File: config.mk
export PLATFORM = sky130hd
export DESIGN_NAME = closest_hit
export DESIGN_NICKNAME = d
export VERILOG_FILES = /design/src/rtl/closest_hit_pkg.sv /design/src/rtl/closest_hit_axis_hold_reg.sv /design/src/rtl/closest_hit.sv
export SDC_FILE = /design/constraint.sdc
export NUM_CORES = 2
export LEC_CHECK = 0
export ABC_AREA = 1
export ABC_CLOCK_PERIOD_IN_PS = 46000
export CAP_MARGIN = 20
export CELL_PAD_IN_SITES_DETAIL_PLACEMENT = 0
export CELL_PAD_IN_SITES_GLOBAL_PLACEMENT = 1
export CORE_AREA = 2 2 411 413
export CTS_BUF_LIST = sky130_fd_sc_hd__clkbuf_4 sky130_fd_sc_hd__clkbuf_8 sky130_fd_sc_hd__clkbuf_16
export CTS_CLUSTER_DIAMETER = 50
export DETAILED_ROUTE_END_ITERATION = 7
export DIE_AREA = 0 0 413 415
export DONT_BUFFER_PORTS = 1
export GPL_TIMING_DRIVEN = 0
export PLACE_DENSITY_LB_ADDON = 0.12
export SLEW_MARGIN = 40
export SYNTH_ARGS = -nofsm -noshare
export SYNTH_HDL_FRONTEND = slang
export SYNTH_SLANG_ARGS = --single-unit
File: constraint.sdc
create_clock -name aclk -period 46 [get_ports aclk]
set_clock_uncertainty 0.15 [all_clocks]
set_input_delay 4.6 -clock aclk [delete_from_list [all_inputs] [get_ports aclk]]
set_output_delay 4.6 -clock aclk [all_outputs]
set_load 0.005 [all_outputs]
File: src/rtl/closest_hit_pkg.sv
// Shared types and helpers for the closest-hit reduction and its downstream
// hit-point consumers: float word layout, ray/object records, FSM states and
// the candidate qualification test.
package closest_hit_pkg;

  localparam int FLOAT_W = 32;
  localparam int EXP_W   = 8;

  // 1e-3 as an IEEE-754 single: smallest t accepted, guards against a ray
  // re-hitting the surface it was spawned from.
  localparam logic [FLOAT_W-1:0] T_MIN_DEFAULT = 32'h3A83126F;

  typedef logic [FLOAT_W-1:0] float_t;

  typedef struct packed {
    logic [2:0][FLOAT_W-1:0] dir;
    logic [2:0][FLOAT_W-1:0] origin;
  } ray_t;

  typedef struct packed {
    logic [2:0][FLOAT_W-1:0] axis;
    logic [2:0][FLOAT_W-1:0] center;
  } obj_t;

  typedef enum logic [1:0] {
    ST_IDLE,
    ST_SCAN,
    ST_EMIT_HIT,
    ST_EMIT_MISS
  } state_t;

  // A candidate is usable when the intersector flagged a hit and t is a
  // finite, non-negative float no smaller than t_min. Once sign and NaN/Inf
  // are excluded, float ordering equals unsigned integer ordering.
  function automatic logic float_qualify(input float_t t, input logic hit,
                                         input float_t t_min);
    logic exp_all_ones;
    exp_all_ones = (t[FLOAT_W-2 -: EXP_W] == {EXP_W{1'b1}});
    return hit && !t[FLOAT_W-1] && !exp_all_ones && (t >= t_min);
  endfunction

endpackage

File: src/rtl/closest_hit_axis_hold_reg.sv
// Single-entry AXI-stream output register. Loaded once per result; valid
// drops after its own handshake, data is held stable while valid is high.
module axis_hold_reg #(
  parameter int W = 32
) (
  input  logic         clk,
  input  logic         rst,
  input  logic         load,
  input  logic [W-1:0] din,
  output logic [W-1:0] tdata,
  output logic         tvalid,
  input  logic         tready
);

  // Capture on load, release valid when the consumer takes the beat.
  always_ff @(posedge clk or posedge rst) begin
    if (rst) begin
      tvalid <= 1'b0;
      tdata  <= '0;
    end else if (load) begin
      tvalid <= 1'b1;
      tdata  <= din;
    end else if (tvalid && tready) begin
      tvalid <= 1'b0;
    end
  end

endmodule

File: src/rtl/closest_hit.sv
// Per-ray nearest-hit reduction. Latches one ray, scans its candidate stream
// keeping the smallest qualifying t, then emits either {t, object, ray} on
// three independent streams or the ray alone on the miss stream.
module closest_hit
  import closest_hit_pkg::*;
#(
  parameter int              SIZE  = FLOAT_W,
  parameter int              IDX_W = 8,
  parameter logic [SIZE-1:0] T_MIN = T_MIN_DEFAULT
) (
  input  logic                aclk,
  input  logic                areset,

  input  logic [6*SIZE-1:0]   ray_axis_tdata,
  input  logic                ray_axis_tvalid,
  output logic                ray_axis_tready,

  input  logic [SIZE-1:0]     cand_axis_tdata,
  input  logic                cand_axis_thit,
  input  logic [6*SIZE-1:0]   cand_axis_obj,
  input  logic                cand_axis_is_cylinder,
  input  logic                cand_axis_tlast,
  input  logic                cand_axis_tvalid,
  output logic                cand_axis_tready,

  output logic [SIZE-1:0]     t_axis_tdata,
  output logic                t_axis_tvalid,
  input  logic                t_axis_tready,

  output logic [6*SIZE-1:0]   obj_axis_tdata,
  output logic                obj_axis_is_cylinder,
  output logic [IDX_W-1:0]    obj_axis_index,
  output logic                obj_axis_tvalid,
  input  logic                obj_axis_tready,

  output logic [6*SIZE-1:0]   hitray_axis_tdata,
  output logic                hitray_axis_tvalid,
  input  logic                hitray_axis_tready,

  output logic [6*SIZE-1:0]   miss_axis_tdata,
  output logic                miss_axis_tvalid,
  input  logic                miss_axis_tready
);

  localparam int OBJ_HOLD_W = IDX_W + 1 + 6 * SIZE;

  state_t            state;
  state_t            next_state;
  logic              ray_rdy;
  logic              cand_rdy;

  ray_t              ray_reg;
  logic              best_valid;
  logic [SIZE-1:0]   best_t;
  obj_t              best_obj;
  logic              best_cyl;
  logic [IDX_W-1:0]  best_idx;
  logic [IDX_W-1:0]  idx_cnt;

  obj_t              cand_obj;
  logic              ray_fire;
  logic              cand_fire;
  logic              cand_ok;
  logic              cand_wins;
  logic              last_fire;

  logic              fin_valid;
  logic [SIZE-1:0]   fin_t;
  obj_t              fin_obj;
  logic              fin_cyl;
  logic [IDX_W-1:0]  fin_idx;

  logic              hit_load;
  logic              miss_load;
  logic              t_done;
  logic              obj_done;
  logic              hitray_done;
  logic [OBJ_HOLD_W-1:0] obj_hold_din;
  logic [OBJ_HOLD_W-1:0] obj_hold_q;

  assign cand_obj  = cand_axis_obj;
  assign ray_fire  = ray_axis_tvalid && ray_rdy;
  assign cand_fire = cand_axis_tvalid && cand_rdy;
  assign last_fire = cand_fire && cand_axis_tlast;

  // Qualified candidates compare as unsigned integers; strict less-than keeps
  // the earlier object on a tie.
  assign cand_ok   = float_qualify(cand_axis_tdata, cand_axis_thit, T_MIN);
  assign cand_wins = cand_ok && (!best_valid || (cand_axis_tdata < best_t));

  // Result including the current beat, so the tlast beat can still win.
  assign fin_valid = best_valid || cand_wins;
  assign fin_t     = cand_wins ? cand_axis_tdata       : best_t;
  assign fin_obj   = cand_wins ? cand_obj              : best_obj;
  assign fin_cyl   = cand_wins ? cand_axis_is_cylinder : best_cyl;
  assign fin_idx   = cand_wins ? idx_cnt               : best_idx;

  assign hit_load  = last_fire && fin_valid;
  assign miss_load = last_fire && !fin_valid;

  // A stream is finished once its valid is low or is being taken this cycle.
  assign t_done      = !t_axis_tvalid      || t_axis_tready;
  assign obj_done    = !obj_axis_tvalid    || obj_axis_tready;
  assign hitray_done = !hitray_axis_tvalid || hitray_axis_tready;

  // Next-state decode for the ray / scan / emit sequence.
  always_comb begin
    next_state = state;
    case (state)
      ST_IDLE:      if (ray_fire) next_state = ST_SCAN;
      ST_SCAN:      if (last_fire) next_state = fin_valid ? ST_EMIT_HIT : ST_EMIT_MISS;
      ST_EMIT_HIT:  if (t_done && obj_done && hitray_done) next_state = ST_IDLE;
      ST_EMIT_MISS: if (!miss_axis_tvalid || miss_axis_tready) next_state = ST_IDLE;
      default:      next_state = ST_IDLE;
    endcase
  end

  // State and registered readies; readies never follow downstream readies
  // combinationally and are held low while reset is asserted.
  always_ff @(posedge aclk or posedge areset) begin
    if (areset) begin
      state    <= ST_IDLE;
      ray_rdy  <= 1'b0;
      cand_rdy <= 1'b0;
    end else begin
      state    <= next_state;
      ray_rdy  <= (next_state == ST_IDLE);
      cand_rdy <= (next_state == ST_SCAN);
    end
  end

  // Ray latch, running best candidate and saturating beat index.
  always_ff @(posedge aclk or posedge areset) begin
    if (areset) begin
      ray_reg    <= '0;
      best_valid <= 1'b0;
      best_t     <= '0;
      best_obj   <= '0;
      best_cyl   <= 1'b0;
      best_idx   <= '0;
      idx_cnt    <= '0;
    end else if (ray_fire) begin
      ray_reg    <= ray_axis_tdata;
      best_valid <= 1'b0;
      idx_cnt    <= '0;
    end else if (cand_fire) begin
      if (cand_wins) begin
        best_valid <= 1'b1;
        best_t     <= cand_axis_tdata;
        best_obj   <= cand_obj;
        best_cyl   <= cand_axis_is_cylinder;
        best_idx   <= idx_cnt;
      end
      if (idx_cnt != {IDX_W{1'b1}}) idx_cnt <= idx_cnt + 1'b1;
    end
  end

  assign ray_axis_tready  = ray_rdy;
  assign cand_axis_tready = cand_rdy;

  assign obj_hold_din = {fin_idx, fin_cyl, fin_obj};

  axis_hold_reg #(.W(SIZE)) u_t_hold (
    .clk    (aclk),
    .rst    (areset),
    .load   (hit_load),
    .din    (fin_t),
    .tdata  (t_axis_tdata),
    .tvalid (t_axis_tvalid),
    .tready (t_axis_tready)
  );

  axis_hold_reg #(.W(OBJ_HOLD_W)) u_obj_hold (
    .clk    (aclk),
    .rst    (areset),
    .load   (hit_load),
    .din    (obj_hold_din),
    .tdata  (obj_hold_q),
    .tvalid (obj_axis_tvalid),
    .tready (obj_axis_tready)
  );

  assign obj_axis_index       = obj_hold_q[OBJ_HOLD_W-1 -: IDX_W];
  assign obj_axis_is_cylinder = obj_hold_q[6*SIZE];
  assign obj_axis_tdata       = obj_hold_q[6*SIZE-1:0];

  axis_hold_reg #(.W(6*SIZE)) u_hitray_hold (
    .clk    (aclk),
    .rst    (areset),
    .load   (hit_load),
    .din    (ray_reg),
    .tdata  (hitray_axis_tdata),
    .tvalid (hitray_axis_tvalid),
    .tready (hitray_axis_tready)
  );

  axis_hold_reg #(.W(6*SIZE)) u_miss_hold (
    .clk    (aclk),
    .rst    (areset),
    .load   (miss_load),
    .din    (ray_reg),
    .tdata  (miss_axis_tdata),
    .tvalid (miss_axis_tvalid),
    .tready (miss_axis_tready)
  );

endmodule

==> reports/qor.log <==
INFO  floorplan      rows=150
INFO  clock_tree     clk-insertion-delay-late=0.80ns
INFO  layout         final_area=0.0545mm^2
INFO  yosys          ys_top_cells_by_area=sky130_fd_sc_hd__dfrtp_1 58%, sky130_fd_sc_hd__nand2_1 14%, sky130_fd_sc_hd__inv_1 7.1%
INFO  floorplan      ios=1050
INFO  floorplan      fp.coreArea=0.167mm^2
INFO  grt            antenna_found_initial=62
INFO  yosys          synth-seq-area-share=0.579
INFO  setup_path     worstSetupPathType=in2reg
INFO  floorplan      floorplan.initialDensity=0.275
INFO  sta            finalSetupViolCount=0
INFO  yosys          ys_types=31
INFO  clock_tree     total_number_of_h_tree_levels=4
INFO  floorplan      chipWidth=413um
INFO  grt            grt_pass1_wl=290mm
INFO  sta            relSlewSlack=0.473
INFO  clock_tree     cts.reportedPaths.clkPinSlew=0.05ns
INFO  sta            final-max-slew-violation-count=0
INFO  grt            grt_start_max_net_pins=74
INFO  layout         max_ffs_per_register=201
INFO  setup_path     worst-endpoint-arrival=7.09ns
INFO  layout         register_name_with_the_most_flops=u_obj_hold.tdata
INFO  sta            timing_worst_slew_pin_value=0.791ns
INFO  floorplan      dieHeight=415um
INFO  clock_tree     post-cts-setup-buffer-count=0
INFO  clock_tree     postCtsHoldBufs=0
INFO  clock_tree     root_buffer=sky130_fd_sc_hd__clkbuf_16
INFO  place          placed_cell_area=0.0490mm^2
INFO  sta            fin_setup_tns=0ns
INFO  sta            timing.final.hold_violations=0
INFO  yosys          synthTopCellsByCount=1757 x sky130_fd_sc_hd__nand2_1, 1059 x sky130_fd_sc_hd__dfrtp_1, 865 x sky130_fd_sc_hd__inv_1
INFO  sta            rsz0062_at_grt=false
INFO  detailed_routing viasPerCell=4.65
INFO  yosys          synth.yosys.warnings=0
INFO  detailed_routing drtPass1Iterations=5
INFO  place          place_worst_setup_slack=38.46ns
INFO  grt            vias_in_the_first_global_route=37.4k
INFO  setup_path     critical_path.startpoint_type=primary input
INFO  sta            period_utilisation_layout=0.143
INFO  place          finalWeightedCongestion=0.872
INFO  layout         design.final.nets=6083
INFO  detailed_routing drc=0
INFO  grt            globalRouteOverflowTotal=0
INFO  worst_hold_path hold_path.class=reg2reg
INFO  outcome        status=complete, no violations
INFO  floorplan      die_area=0.171mm^2
INFO  detailed_routing detail_route.wl_per_cell=25.6um
INFO  place          post-place-cells=7670
INFO  detailed_routing detail_route.iter0.violations=2443
INFO  yosys          post_synth_instance_area=0.0458mm^2
INFO  setup_path     worst-path-max-fanout=10
INFO  layout         layout.filler_cells=17.8k
INFO  setup_path     worst_setup_path_end_kind=register
INFO  sta            layout_setup_ws=39.43ns
INFO  yosys          synthFlopType=sky130_fd_sc_hd__dfrtp_1
INFO  yosys          postSynthRegisterBits=1059
INFO  detailed_routing totalWireLength=204mm
INFO  yosys          synth_fp_nets=5909
INFO  place          io_buffers=0
INFO  place          hpwl=156mm
INFO  sta            fin_crit=6.57ns
INFO  layout         stdcell_count=7973
INFO  yosys          postSynthAreaPerCell=8.40um^2
INFO  yosys          async_flop_share=1.00
INFO  sta            fmax=152MHz
INFO  yosys          synth_top_cell_by_area=sky130_fd_sc_hd__dfrtp_1
INFO  power          p_total=3.83mW
INFO  power          power_density=70.2mW/mm^2
INFO  grt            track_usage=0.234
INFO  setup_path     worst-endpoint-required=46.51ns
INFO  clock_tree     cts_made_buffers=156
INFO  power          power_leakage=28.2nW
INFO  clock_tree     cts_tree=done
INFO  yosys          gate_count_after_technology_mapping=5450
INFO  yosys          synth_top_area_frac=0.579
INFO  flow_run       max_cap_viol_count=0
INFO  yosys          synth_enable_flop_cells=0
INFO  yosys          synth.most_common_cell=sky130_fd_sc_hd__nand2_1
INFO  layout         syn_to_final_growth=19.1%
INFO  layout         layout-drive-gt1-share=0.105
INFO  detailed_routing ant_nets=0
INFO  detailed_routing detailed_route_via_count=37.1k
INFO  clock_tree     longest_clk_path_bufs=3
INFO  clock_tree     cts.sinks=1059
INFO  power          ir_worst_vdd=0.0378mV
INFO  clock_tree     cts-resized-gates=0
[report_power, final]
part           internal [mW]  switching [mW]  total, mW
clock                  0.784           0.483       1.27
sequential              1.33           0.379       1.71
combinational          0.276           0.570      0.847
[per-stage QoR]
stage                util  hold WS, ns
finish              0.327        0.332
global route        0.327        0.356
CTS                 0.327        0.340
detailed placement  0.294        0.327
global placement    0.291        0.320
floorplan               -        0.303
[final timing paths]
check	startpoint	end	slack, ns	cells after the start
worst min register to register	best_obj[67]$_DFFE_PP0P_	best_obj[67]$_DFFE_PP0P_	0.33	2
worst max register to register	cand_axis_tready$_DFF_PP0_	best_obj[128]$_DFFE_PP0P_	42.57	7
worst min-delay path	best_obj[67]$_DFFE_PP0P_	best_obj[67]$_DFFE_PP0P_	0.33	2
max in group asynchronous	areset	u_hitray_hold.tdata[20]$_DFFE_PP0P_	39.80	6
min in group asynchronous	areset	u_obj_hold.tdata[129]$_DFFE_PP0P_	3.55	1
worst max-delay path	cand_axis_tdata[17]	u_obj_hold.tdata[199]$_DFFE_PP0P_	39.43	13
[final cells by class]
| cell class | instances | area (um^2) | share of cell area |
|---|---|---|---|
| multi-input combinational | 3167 | 14200 | 0.260 |
| clock inverter | 82 | 1040 | 0.0191 |
| buffer | 346 | 1810 | 0.0333 |
| timing repair buffer | 16 | 440 | 0.00807 |
| tap | 2204 | 2760 | 0.0506 |
| inverter | 878 | 3310 | 0.0606 |
| sequential | 1059 | 26500 | 0.486 |
| clock buffer | 205 | 4460 | 0.0817 |
| antenna | 16 | 40.0 | 0.000734 |
[kinds of logic after synthesis]
| group | Yosys count | synth area share |
|---|---|---|
| AO/OA/AOI/OAI | 652 | 0.0716 |
| XOR/XNOR | 2 | 0.000383 |
| AND/OR/NAND/NOR | 2481 | 0.229 |
| adder cells (fa/ha/maj) | 32 | 0.00874 |
| buffers and inverters | 1224 | 0.111 |
| flip-flops | 1059 | 0.579 |
[per-layer routing]
metal	global-route usage	wire length (um)	part of all wire
met2	0.401	101000	0.50
met5	0	378	0.0018
met3	0.0939	19000	0.093
met1	0.265	78100	0.38
met4	0.0733	5580	0.027
[critical path, stage by stage]
cell and delay [ns]:
sky130_fd_sc_hd__ha_1 0.29, sky130_fd_sc_hd__a21oi_1 0.15, sky130_fd_sc_hd__o21ai_0 0.11, sky130_fd_sc_hd__nand2_1 0.08, sky130_fd_sc_hd__nand3_1 0.09, sky130_fd_sc_hd__a21oi_1 0.16, sky130_fd_sc_hd__nand2_1 0.11, sky130_fd_sc_hd__nand2_2 0.23
sky130_fd_sc_hd__buf_2 0.48, sky130_fd_sc_hd__buf_2 0.39, sky130_fd_sc_hd__nand3_1 0.14, sky130_fd_sc_hd__nand3_1 0.17, sky130_fd_sc_hd__nand2_1 0.06
[placed cells by master (no fill, tap or decap), types with 6 or more instances in the layout]
cell type / netlist / routed
sky130_fd_sc_hd__o21ai_0: 321 / 321
sky130_fd_sc_hd__nand4_1: 206 / 206
sky130_fd_sc_hd__dfrtp_1: 1059 / 1059
sky130_fd_sc_hd__clkbuf_8: 0 / 21
sky130_fd_sc_hd__clkinvlp_4: 0 / 12
sky130_fd_sc_hd__inv_6: 0 / 13
sky130_fd_sc_hd__a21oi_1: 20 / 20
sky130_fd_sc_hd__clkbuf_4: 0 / 25
sky130_fd_sc_hd__clkbuf_2: 17 / 27
sky130_fd_sc_hd__buf_16: 0 / 16
sky130_fd_sc_hd__buf_6: 15 / 15
sky130_fd_sc_hd__nand2_1: 1757 / 1757
sky130_fd_sc_hd__inv_2: 11 / 11
sky130_fd_sc_hd__nand3_1: 477 / 477
sky130_fd_sc_hd__ha_1: 32 / 32
sky130_fd_sc_hd__o21ai_1: 306 / 306
sky130_fd_sc_hd__buf_4: 29 / 29
sky130_fd_sc_hd__nor2_1: 25 / 25
sky130_fd_sc_hd__clkinv_2: 0 / 22
sky130_fd_sc_hd__nor3_1: 6 / 6
sky130_fd_sc_hd__clkbuf_1: 74 / 64
sky130_fd_sc_hd__clkinv_4: 0 / 12
sky130_fd_sc_hd__bufinv_16: 0 / 17
sky130_fd_sc_hd__buf_2: 208 / 208
sky130_fd_sc_hd__inv_1: 865 / 864
sky130_fd_sc_hd__diode_2: 0 / 16
sky130_fd_sc_hd__clkbuf_16: 0 / 159
No activity file was read; power rests on OpenSTA's default activity.
